===== src/rtl/load_store_unit_if.sv =====
// -----------------------------------------------------------------------------
// load_store_unit_if
//   Groups the request/response handshake of the load/store unit and its
//   word-addressed data memory port.
//   Modports:
//     master : requester side (pipeline / testbench). It drives req_* and
//              mem_rdata, and observes req_ready, resp_* and mem_*.
//     slave  : the load_store_unit itself.
//   Signals:
//     req_valid/req_ready          request handshake
//     req_we, req_funct3           access type (store flag, RISC-V funct3)
//     req_addr, req_wdata          byte address, LSB-aligned store data
//     resp_valid/resp_rdata/resp_err   completion pulse, load data, error flag
//     mem_valid/mem_we/mem_addr/mem_wdata/mem_byte_enable  memory beat
//     mem_rdata                    combinational read data for mem_addr
// -----------------------------------------------------------------------------
interface load_store_unit_if #(
   parameter int XLEN = 32
);
   logic            req_valid;
   logic            req_ready;
   logic            req_we;
   logic [2:0]      req_funct3;
   logic [XLEN-1:0] req_addr;
   logic [XLEN-1:0] req_wdata;

   logic            resp_valid;
   logic [XLEN-1:0] resp_rdata;
   logic            resp_err;

   logic            mem_valid;
   logic            mem_we;
   logic [XLEN-1:0] mem_addr;
   logic [XLEN-1:0] mem_wdata;
   logic [3:0]      mem_byte_enable;
   logic [XLEN-1:0] mem_rdata;

   modport master (
      output req_valid, req_we, req_funct3, req_addr, req_wdata, mem_rdata,
      input  req_ready, resp_valid, resp_rdata, resp_err,
             mem_valid, mem_we, mem_addr, mem_wdata, mem_byte_enable
   );

   modport slave (
      input  req_valid, req_we, req_funct3, req_addr, req_wdata, mem_rdata,
      output req_ready, resp_valid, resp_rdata, resp_err,
             mem_valid, mem_we, mem_addr, mem_wdata, mem_byte_enable
   );
endinterface


===== src/rtl/load_store_unit.sv =====
// -----------------------------------------------------------------------------
// load_store_unit
//   MEM-stage initiator for a word-addressed data memory. Converts RV32
//   LB/LH/LW/LBU/LHU/SB/SH/SW into one or two memory beats (lane shift and
//   byte enables) and sign/zero-extends load data.
//   Ports:
//     clk  : clock, all state changes on posedge
//     rst  : synchronous active-high reset; aborts any access in flight
//     bus  : load_store_unit_if.slave (request, response, memory port)
//   Configuration macro:
//     LSU_MISALIGN_SPLIT_EN : when defined, word-crossing accesses are split
//       into two beats (ACC1 then ACC2). When undefined, a crossing access is
//       answered with resp_err=1 and no memory beat.
//   FSM: IDLE -> ACC1 [-> ACC2] -> RESP -> IDLE, or IDLE -> RESP on error.
// -----------------------------------------------------------------------------
module load_store_unit (
   input  logic               clk,
   input  logic               rst,
   load_store_unit_if.slave   bus
);
   localparam int XLEN = 32;

`ifdef LSU_MISALIGN_SPLIT_EN
   localparam bit SPLIT_EN = 1'b1;
`else
   localparam bit SPLIT_EN = 1'b0;
`endif

   typedef enum logic [1:0] {IDLE, ACC1, ACC2, RESP} state_t;

   state_t          state_q, state_d;
   logic [XLEN-1:0] addr_q, addr_d;
   logic            we_q, we_d;
   logic [2:0]      funct3_q, funct3_d;
   logic [XLEN-1:0] wdata_q, wdata_d;
   logic [XLEN-1:0] lo_q, lo_d;
   logic [XLEN-1:0] resp_rdata_q, resp_rdata_d;
   logic            resp_err_q, resp_err_d;

   // Access size in bytes: 1, 2 or 4 (funct3[1:0]=11 only occurs on errors).
   function automatic logic [3:0] size_of(input logic [2:0] f3);
      case (f3[1:0])
         2'b00:   size_of = 4'd1;
         2'b01:   size_of = 4'd2;
         default: size_of = 4'd4;
      endcase
   endfunction

   function automatic logic crosses(input logic [2:0] f3, input logic [1:0] o);
      crosses = ({2'b00, o} + size_of(f3)) > 4'd4;
   endfunction

   function automatic logic illegal(input logic we, input logic [2:0] f3);
      if (we) illegal = f3[2] || (f3[1:0] == 2'b11);
      else    illegal = (f3[1:0] == 2'b11) || (f3 == 3'b110);
   endfunction

   // Align the two captured words to the requested byte, then truncate and
   // extend according to size and funct3[2] (1 = unsigned).
   function automatic logic [XLEN-1:0] extract(input logic [XLEN-1:0] hi,
                                                input logic [XLEN-1:0] lo,
                                                input logic [1:0]      o,
                                                input logic [2:0]      f3);
      logic [2*XLEN-1:0] cat;
      cat = {hi, lo} >> {o, 3'b000};
      case (f3[1:0])
         2'b00:   extract = f3[2] ? {24'b0, cat[7:0]}  : {{24{cat[7]}},  cat[7:0]};
         2'b01:   extract = f3[2] ? {16'b0, cat[15:0]} : {{16{cat[15]}}, cat[15:0]};
         default: extract = cat[XLEN-1:0];
      endcase
   endfunction

   // Decode of the latched request.
   logic [1:0]      o_l;
   logic            cross_l;
   logic [7:0]      lanes_l;
   logic [XLEN-1:0] base_addr;

   assign o_l       = addr_q[1:0];
   assign cross_l   = crosses(funct3_q, o_l);
   assign lanes_l   = ((size_of(funct3_q) == 4'd1) ? 8'h01 :
                       (size_of(funct3_q) == 4'd2) ? 8'h03 : 8'h0F) << o_l;
   assign base_addr = {addr_q[XLEN-1:2], 2'b00};

   // Next-state and result computation.
   always_comb begin
      state_d      = state_q;
      addr_d       = addr_q;
      we_d         = we_q;
      funct3_d     = funct3_q;
      wdata_d      = wdata_q;
      lo_d         = lo_q;
      resp_rdata_d = resp_rdata_q;
      resp_err_d   = resp_err_q;

      case (state_q)
         IDLE: begin
            if (bus.req_valid) begin
               addr_d   = bus.req_addr;
               we_d     = bus.req_we;
               funct3_d = bus.req_funct3;
               wdata_d  = bus.req_wdata;
               if (illegal(bus.req_we, bus.req_funct3) ||
                   (!SPLIT_EN && crosses(bus.req_funct3, bus.req_addr[1:0]))) begin
                  resp_err_d   = 1'b1;
                  resp_rdata_d = '0;
                  state_d      = RESP;
               end else begin
                  state_d = ACC1;
               end
            end
         end
         ACC1: begin
            if (SPLIT_EN && cross_l) begin
               lo_d    = bus.mem_rdata;
               state_d = ACC2;
            end else begin
               resp_err_d   = 1'b0;
               resp_rdata_d = we_q ? '0 : extract('0, bus.mem_rdata, o_l, funct3_q);
               state_d      = RESP;
            end
         end
         ACC2: begin
            resp_err_d   = 1'b0;
            resp_rdata_d = we_q ? '0 : extract(bus.mem_rdata, lo_q, o_l, funct3_q);
            state_d      = RESP;
         end
         default: begin
            state_d = IDLE;
         end
      endcase
   end

   always_ff @(posedge clk) begin
      if (rst) begin
         state_q      <= IDLE;
         addr_q       <= '0;
         we_q         <= 1'b0;
         funct3_q     <= '0;
         wdata_q      <= '0;
         lo_q         <= '0;
         resp_rdata_q <= '0;
         resp_err_q   <= 1'b0;
      end else begin
         state_q      <= state_d;
         addr_q       <= addr_d;
         we_q         <= we_d;
         funct3_q     <= funct3_d;
         wdata_q      <= wdata_d;
         lo_q         <= lo_d;
         resp_rdata_q <= resp_rdata_d;
         resp_err_q   <= resp_err_d;
      end
   end

   // Memory beat. rst gates mem_valid combinationally so that no write can
   // happen in a cycle where reset is asserted (memory writes on negedge).
   logic beat;
   assign beat = ((state_q == ACC1) || (state_q == ACC2)) && !rst;

   assign bus.mem_valid       = beat;
   assign bus.mem_we          = we_q && beat;
   assign bus.mem_addr        = !beat ? '0 :
                                (state_q == ACC2) ? base_addr + 32'd4 : base_addr;
   assign bus.mem_byte_enable = !beat ? 4'b0000 :
                                (state_q == ACC2) ? lanes_l[7:4] : lanes_l[3:0];
   assign bus.mem_wdata       = !beat ? '0 :
                                (state_q == ACC2) ? wdata_q >> (6'd32 - {1'b0, o_l, 3'b000})
                                                  : wdata_q << {o_l, 3'b000};

   assign bus.req_ready  = (state_q == IDLE) && !rst;
   assign bus.resp_valid = (state_q == RESP) && !rst;
   assign bus.resp_rdata = resp_rdata_q;
   assign bus.resp_err   = resp_err_q;
endmodule


===== src/flat_wrapper.sv =====
// flat-port wrapper written by rule: the top's interface ports become plain ports
module load_store_unit_flat 
  (clk, rst, bus_req_valid, bus_req_we, bus_req_funct3, bus_req_addr, bus_req_wdata, bus_mem_rdata, bus_req_ready, bus_resp_valid, bus_resp_rdata, bus_resp_err, bus_mem_valid, bus_mem_we, bus_mem_addr, bus_mem_wdata, bus_mem_byte_enable);
  load_store_unit_if #(.XLEN(32)) bus_i ();
  input  logic clk;
  input  logic rst;
  input wire logic [$bits(bus_i.req_valid)-1:0] bus_req_valid;
  input wire logic [$bits(bus_i.req_we)-1:0] bus_req_we;
  input wire logic [$bits(bus_i.req_funct3)-1:0] bus_req_funct3;
  input wire logic [$bits(bus_i.req_addr)-1:0] bus_req_addr;
  input wire logic [$bits(bus_i.req_wdata)-1:0] bus_req_wdata;
  input wire logic [$bits(bus_i.mem_rdata)-1:0] bus_mem_rdata;
  output wire logic [$bits(bus_i.req_ready)-1:0] bus_req_ready;
  output wire logic [$bits(bus_i.resp_valid)-1:0] bus_resp_valid;
  output wire logic [$bits(bus_i.resp_rdata)-1:0] bus_resp_rdata;
  output wire logic [$bits(bus_i.resp_err)-1:0] bus_resp_err;
  output wire logic [$bits(bus_i.mem_valid)-1:0] bus_mem_valid;
  output wire logic [$bits(bus_i.mem_we)-1:0] bus_mem_we;
  output wire logic [$bits(bus_i.mem_addr)-1:0] bus_mem_addr;
  output wire logic [$bits(bus_i.mem_wdata)-1:0] bus_mem_wdata;
  output wire logic [$bits(bus_i.mem_byte_enable)-1:0] bus_mem_byte_enable;
  assign bus_i.req_valid = bus_req_valid;
  assign bus_i.req_we = bus_req_we;
  assign bus_i.req_funct3 = bus_req_funct3;
  assign bus_i.req_addr = bus_req_addr;
  assign bus_i.req_wdata = bus_req_wdata;
  assign bus_i.mem_rdata = bus_mem_rdata;
  assign bus_req_ready = bus_i.req_ready;
  assign bus_resp_valid = bus_i.resp_valid;
  assign bus_resp_rdata = bus_i.resp_rdata;
  assign bus_resp_err = bus_i.resp_err;
  assign bus_mem_valid = bus_i.mem_valid;
  assign bus_mem_we = bus_i.mem_we;
  assign bus_mem_addr = bus_i.mem_addr;
  assign bus_mem_wdata = bus_i.mem_wdata;
  assign bus_mem_byte_enable = bus_i.mem_byte_enable;
  load_store_unit u_core (.clk(clk), .rst(rst), .bus(bus_i));
endmodule

===== config.mk =====
export PLATFORM = sky130hd
export DESIGN_NAME = load_store_unit_flat
export DESIGN_NICKNAME = d
export VERILOG_FILES = /design/src/rtl/load_store_unit_if.sv /design/src/rtl/load_store_unit.sv /design/src/flat_wrapper.sv
export SDC_FILE = /design/constraint.sdc
export NUM_CORES = 1
export LEC_CHECK = 0
export CAP_MARGIN = 20
export CORE_AREA = 5 5 99 170
export CTS_CLUSTER_SIZE = 8
export DETAILED_ROUTE_END_ITERATION = 10
export DIE_AREA = 0 0 104 175
export PLACE_DENSITY = 0.8
export SLEW_MARGIN = 30
export SYNTH_ARGS = -nofsm -noshare
export SYNTH_HDL_FRONTEND = slang
export SYNTH_SLANG_ARGS = --single-unit
export TNS_END_PERCENT = 20

===== constraint.sdc =====
create_clock -name clk -period 3.8 [get_ports clk]
set_clock_uncertainty 0.2 [all_clocks]
set_input_delay 0.76 -clock clk [delete_from_list [all_inputs] [get_ports clk]]
set_output_delay 0.76 -clock clk [all_outputs]
set_load 0.005 [all_outputs]

# ---- Word level (Yosys, flattened, before mapping)
# Index checks and enable logic that the tools add are counted.
dict set report totals {
  ff_bits 103
  latchBits 0
  ram_bits 0
  romBits 0
  in_bits 103
  output_inout_bits 105
  wordCells 77
  mem_count 0
}
dict set report classes {
  n_addsub 3
  mul 0
  n_div 0
  magnitude_cmp 1
  eq_ne 11
  n_shift 5
  mux 32
  bitwise 0
  n_reduce_logical 18
}
# cell count
set ops {}
lappend ops {{$mux W32} 12}
lappend ops {{$pmux W32 S2} 2}
lappend ops {{$pmux W32 S3} 1}
lappend ops {{$shr A64 B5 Y32} 1}
lappend ops {{$add A32 B3 Y32 const B} 1}
lappend ops {{$shl A32 B5 Y32} 1}
lappend ops {{$shr A32 B5 Y32} 1}
lappend ops {{$shr A32 B6 Y32} 1}
lappend ops {{$mux W4} 5}
lappend ops {{$pmux W3 S2} 2}
lappend ops {{$mux W8} 1}
lappend ops {{$shl A8 B2 Y8} 1}
lappend ops {{$eq A2 B1 Y1 const B} 3}
lappend ops {{$eq A2 B2 Y1 const B} 3}
lappend ops {{$logic_not A2 Y1} 3}
lappend ops {{$reduce_and A3 Y1} 2}
lappend ops {{$sub A6 B5 Y6 const A} 1}
lappend ops {{$mux W1} 5}
lappend ops {{$add A2 B4 Y4} 1}
lappend ops {{$gt A4 B3 Y1 const B} 1}
lappend ops {{$logic_and A1 B1 Y1} 4}
lappend ops {{$logic_or A1 B1 Y1} 4}
lappend ops {{$mux W2} 2}
lappend ops {{$pmux W2 S2} 1}
lappend ops {{other kinds (11)} 11}

# ---- Logic depth before layout (Yosys ltp)
dict set report depth {
  word_depth 10
  mapped_depth 11
  ltp_nobuf 8
}

# ---- Worst setup path before layout
# Ideal clock, no wire load.
dict set report synth_timing {
  kind {register to output}
  start {register u_core.addr_q[1]}
  end {output port bus_mem_wdata[12]}
  arrival_time_ns 2.238
  t_required_ns 2.840
  slack_ns 0.602
  stages_incl_launch_ff 11
  n_path_buf 4
  path_cell_list {dfxtp_1 > buf_2 > clkinv_1 > clkbuf_1 > ha_1 > clkbuf_1 > buf_2 > mux2i_1 > o22ai_1 > a22oi_1 > nor2_1}
}
dict set report synth_between {
  elab_chain_cells 4
  word_cells_on_any_way 5
  cone_classes {add/sub: 1; shift: 2; mux: 2}
}
# element line
set synth_rtl {}
lappend synth_rtl {{start, declared} load_store_unit.sv:32} ;# logic [XLEN-1:0] addr_q, addr_d;
lappend synth_rtl {{start signal, assigned} load_store_unit.sv:146} ;# addr_q <= addr_d;
lappend synth_rtl {{$sub A6 B5 Y6} load_store_unit.sv:168} ;# (state_q == ACC2) ? wdata_q >> (6'd32 - {1'b0, o_l, 3'b000})
lappend synth_rtl {{$shr A32 B6 Y32} load_store_unit.sv:168}
lappend synth_rtl {{$mux W32 (*)} load_store_unit.sv:168}
lappend synth_rtl {{$mux W32 (*)} load_store_unit.sv:167} ;# assign bus.mem_wdata = !beat ? '0 :
lappend synth_rtl {{end, declared} flat_wrapper.sv:20} ;# output wire logic [$bits(bus_i.mem_wdata)-1:0] bus_mem_wdata;
# Every way passes the cells marked *; elsewhere a longest branch is shown, timed or not.

# ---- Worst setup path after layout
dict set report layout_timing {
  start {register u_core.addr_q[1]}
  end {output port bus_mem_wdata[14]}
}
# Same word-level chain as after synthesis.

==> summary.md <==
| Metric | Value |
|---|---|
| Status | `finished clean` |
| Synth Area in Adders | `1.98%` |
| Mux share of post-synthesis cell area | `11.5%` |
| Vias/cell | `5.91` |
| Final net count | `1284` |
| Syn Inst Count | `1015` |
| Maximum vdd ir drop | `218 uV` |
| Finish-stage setup viols | `0` |
| FF+latch count, synth | `103` |
| Sequential area share after synthesis | `28.2%` |
| Yosys warns | `0` |
| Post-Synth XOR/XNOR Area | `3.35%` |
| Buffers added on ports | `205` |
| Share of the synthesized area in the top cell type | `28.2%` |
| Worst Setup End Kind | `output pin` |
| Num CTS Buffers | `9` |
| Hold buffers post-CTS | `0` |
| Slowest stage cell, crit path | `clkdlybuf4s50_1` |
| Yosys cell types | `59` |
| Final Non-Filler Cells | `1363` |
| Clk sinks | `103` |
| Fin crit period | `3700 ps` |
| Routed via count | `8061` |
| Clock tree from TritonCTS | `yes` |
| H-tree Lvls | `3` |
| Most common cell in the netlist | `nand2_1` |
| Mapped Area | `7320 sq um` |
| Ys async rst share | `0%` |
| Critical R2R Capture | `u_core.bus.resp_rdata[8]$_SDFFE_PP0P_` |
| Hold Path Class | `reg -> reg` |
| Inst Count DP | `1345` |
| RePlAce Congestion | `0.994` |
| Ranking of synthesized cells by area | `dfxtp_1 28%, nand2_1 12%, mux2i_1 8.7%, a21oi_1 7.9%, nor2_1 4.3%` |
| Number of synthesized flops with an enable pin | `0` |
| Top cells by count, synth | `233 x nand2_1, 115 x a21oi_1, 103 x dfxtp_1` |
| CP max FO | `24` |
| Largest family of logic cells by synthesized area | `simple AND/OR/NAND/NOR gates` |
| FF-to-FF path depth | `8` |
| Startpoint types | `register` |
| Avg Cell Area, Syn | `7.22 sq um` |
| Crit-path cells | `clkinv_1 -> ha_1 -> buf_4 -> mux2i_1 -> o22ai_1 -> a22oi_1 -> nor2_1 -> clkdlybuf4s50_1` |
| Final hold vios | `0` |
| Core Box Area | `15300 sq um` |
| Routed wire per std cell | `18.4 um` |
| Setup TNS | `0 ps` |
| First-pass GRT wire length | `39.2 mm` |
| Worst-Skew Late Latency | `350 ps` |
| CP required | `2840 ps` |
| Layout area overhead | `33.2%` |
| IO Pins | `208` |
| # DRC | `0` |
| Fmax | `270 MHz` |
| Cell Pwr Density | `383 nW/um^2` |
| Final worst-path cycle share | `97.3%` |
| Hold slack final | `261 ps` |
| Vias in the first global route | `7648` |
| Worst-path clk slew | `70 ps` |
| Synth Area in Simple Gates | `25.4%` |
| Predominant post-synthesis flop cell | `dfxtp_1` |
| Slew HR | `41.3%` |
| Die width | `104 um` |
| Clk Tree Root Cell | `clkbuf_16` |
| Die Ht | `175 um` |
| Pleak | `3.20 nW` |
| Initial Utilization | `47.8%` |
| Largest net degree at the start of global routing | `83` |
| Row cnt | `60` |
| Number of cells on the worst hold path | `1` |
| Hold EP | `u_core.bus.resp_rdata[15]$_SDFFE_PP0P_` |
| Worst Setup Path Type | `reg -> out` |
| Crit-path max cell delay | `470 ps` |
| Max-slew violations | `0` |
| Pre-CTS WS | `124 ps` |
| Critical path arrival | `2740 ps` |
| First drt pass iteration count | `9` |
| RR Startpoint | `u_core.state_q[1]$_SDFFE_PP0P_` |
| Global-route usage over all layers | `26.3%` |
| Max cap viols | `0` |
| Top cell type by total area after synthesis | `dfxtp_1` |
| Post-DP HPWL | `18.4 mm` |
| Reg2reg setup slack | `680 ps` |
| Total gr overflow | `0` |
| Worst-margin pin slew | `881 ps` |
| Layout cells sized above 1 | `7.32%` |
| Die area | `18200 sq um` |
| Max clock buf depth | `2` |
| Initial antenna violation count | `2` |
| Initial DRC count | `473` |
| Compound-Gate Fraction of Synth Area | `23.5%` |
| Final wirelength | `25.1 mm` |
| Critical hold path startpoint | `u_core.bus.resp_rdata[15]$_SDFFE_PP0P_` |
| Antenna Nets Post-Route | `0` |
| Setup ws final | `101 ps` |
## cells by family (layout without fill, tap and decap cells)
| logic type | count (synthesis) | count (layout) |
|---|---|---|
| muxes | 81 | 81 |
| DFF | 103 | 103 |
| and+or+nand+nor | 415 | 415 |
| AOI/OAI and AO/OA | 276 | 276 |
| adders and majority gates | 11 | 11 |
| buffers and inverters | 100 | 259 |
| xor gates and xnor gates | 28 | 28 |
| other | 1 | 4 |
## power breakdown
group | switching (mW) | internal [mW]
sequential | 0.130 | 1.21
clock | 0.433 | 0.522
combinational | 0.805 | 0.637
## worst max path at each step
stage                                   start                 to  slack, ps
6_report        u_core.addr_q[1]$_SDFFE_PP0P_  bus_mem_wdata[14]        100
5_1_grt        u_core.state_q[0]$_SDFFE_PP0P_   bus_mem_addr[11]         -6
4_1_cts        u_core.state_q[0]$_SDFFE_PP0P_   bus_mem_addr[16]         70
3_5_place_dp   u_core.state_q[0]$_SDFFE_PP0P_   bus_mem_addr[31]        120
3_3_place_gp   u_core.state_q[0]$_SDFFE_PP0P_   bus_mem_addr[31]        270
2_1_floorplan   u_core.addr_q[1]$_SDFFE_PP0P_  bus_mem_wdata[12]        600
## cell usage in the layout, fill, tap and decap left out, drive strengths merged, types with 18 or more instances in the layout
master and n:
nand2 233, o21ai 48, nor2 86, a21oi 116, nand3 18, clkdlybuf4s50 204, buf 24, xnor2 20
a31oi 18, a211oi 20, dfxtp 103, mux2i 64
## layer usage
metal	GRT usage (%)	routed length, um	vias up
li1	-	-	3890
met1	27.9	9050	3729
met2	47.1	13000	348
met3	4.70	1490	94
met4	17.2	1600	0
met5	0	0	-
## worst max-delay path: cells and delay by family, from the launching register on
kind	cells	cell delay (ps)
multiplexers	1	310
buffers and inverters	3	880
AND/OR/NAND/NOR	1	70
flip-flops	1	340
AO/OA/AOI/OAI	2	490
adder cells (fa/ha/maj)	1	300
## stage by stage
step | power [mW] | utilization [%] | area (sq um)
6_report | 3.73 | 63.7 | 9750
5_1_grt | 3.94 | 63.7 | 9750
4_1_cts | 3.73 | 63.5 | 9730
3_5_place_dp | 2.78 | 61.5 | 9410
3_3_place_gp | 2.76 | 61.5 | 9410
2_1_floorplan | 2.20 | - | 7330
## registers in the layout (all words and copies together), names as in the netlist
signal / cells
u_core.addr_q: 32
u_core.bus.resp_rdata: 32
u_core.wdata_q: 32
u_core.funct3_q: 3
u_core.state_q: 2
u_core.bus.resp_err: 1
u_core.we_q: 1
## final cells by class
type | count | area, sq um
repair buffers | 228 | 2230
clock buffers | 10 | 229
flip-flops and latches | 103 | 2070
fillers | 1403 | 5560
inverters | 15 | 56.3
clock inverters | 6 | 76.3
diodes | 2 | 5.00
well taps | 186 | 233
multi-input cells | 813 | 4850
## repair_timing
action | in CTS | in global routing
pin swaps | 0 | 1
setup endpoints to repair | 23 | 12
gates resized for setup | 4 | 2
buffers inserted | 0 | 0
No activity file was read; power rests on OpenSTA's default activity.
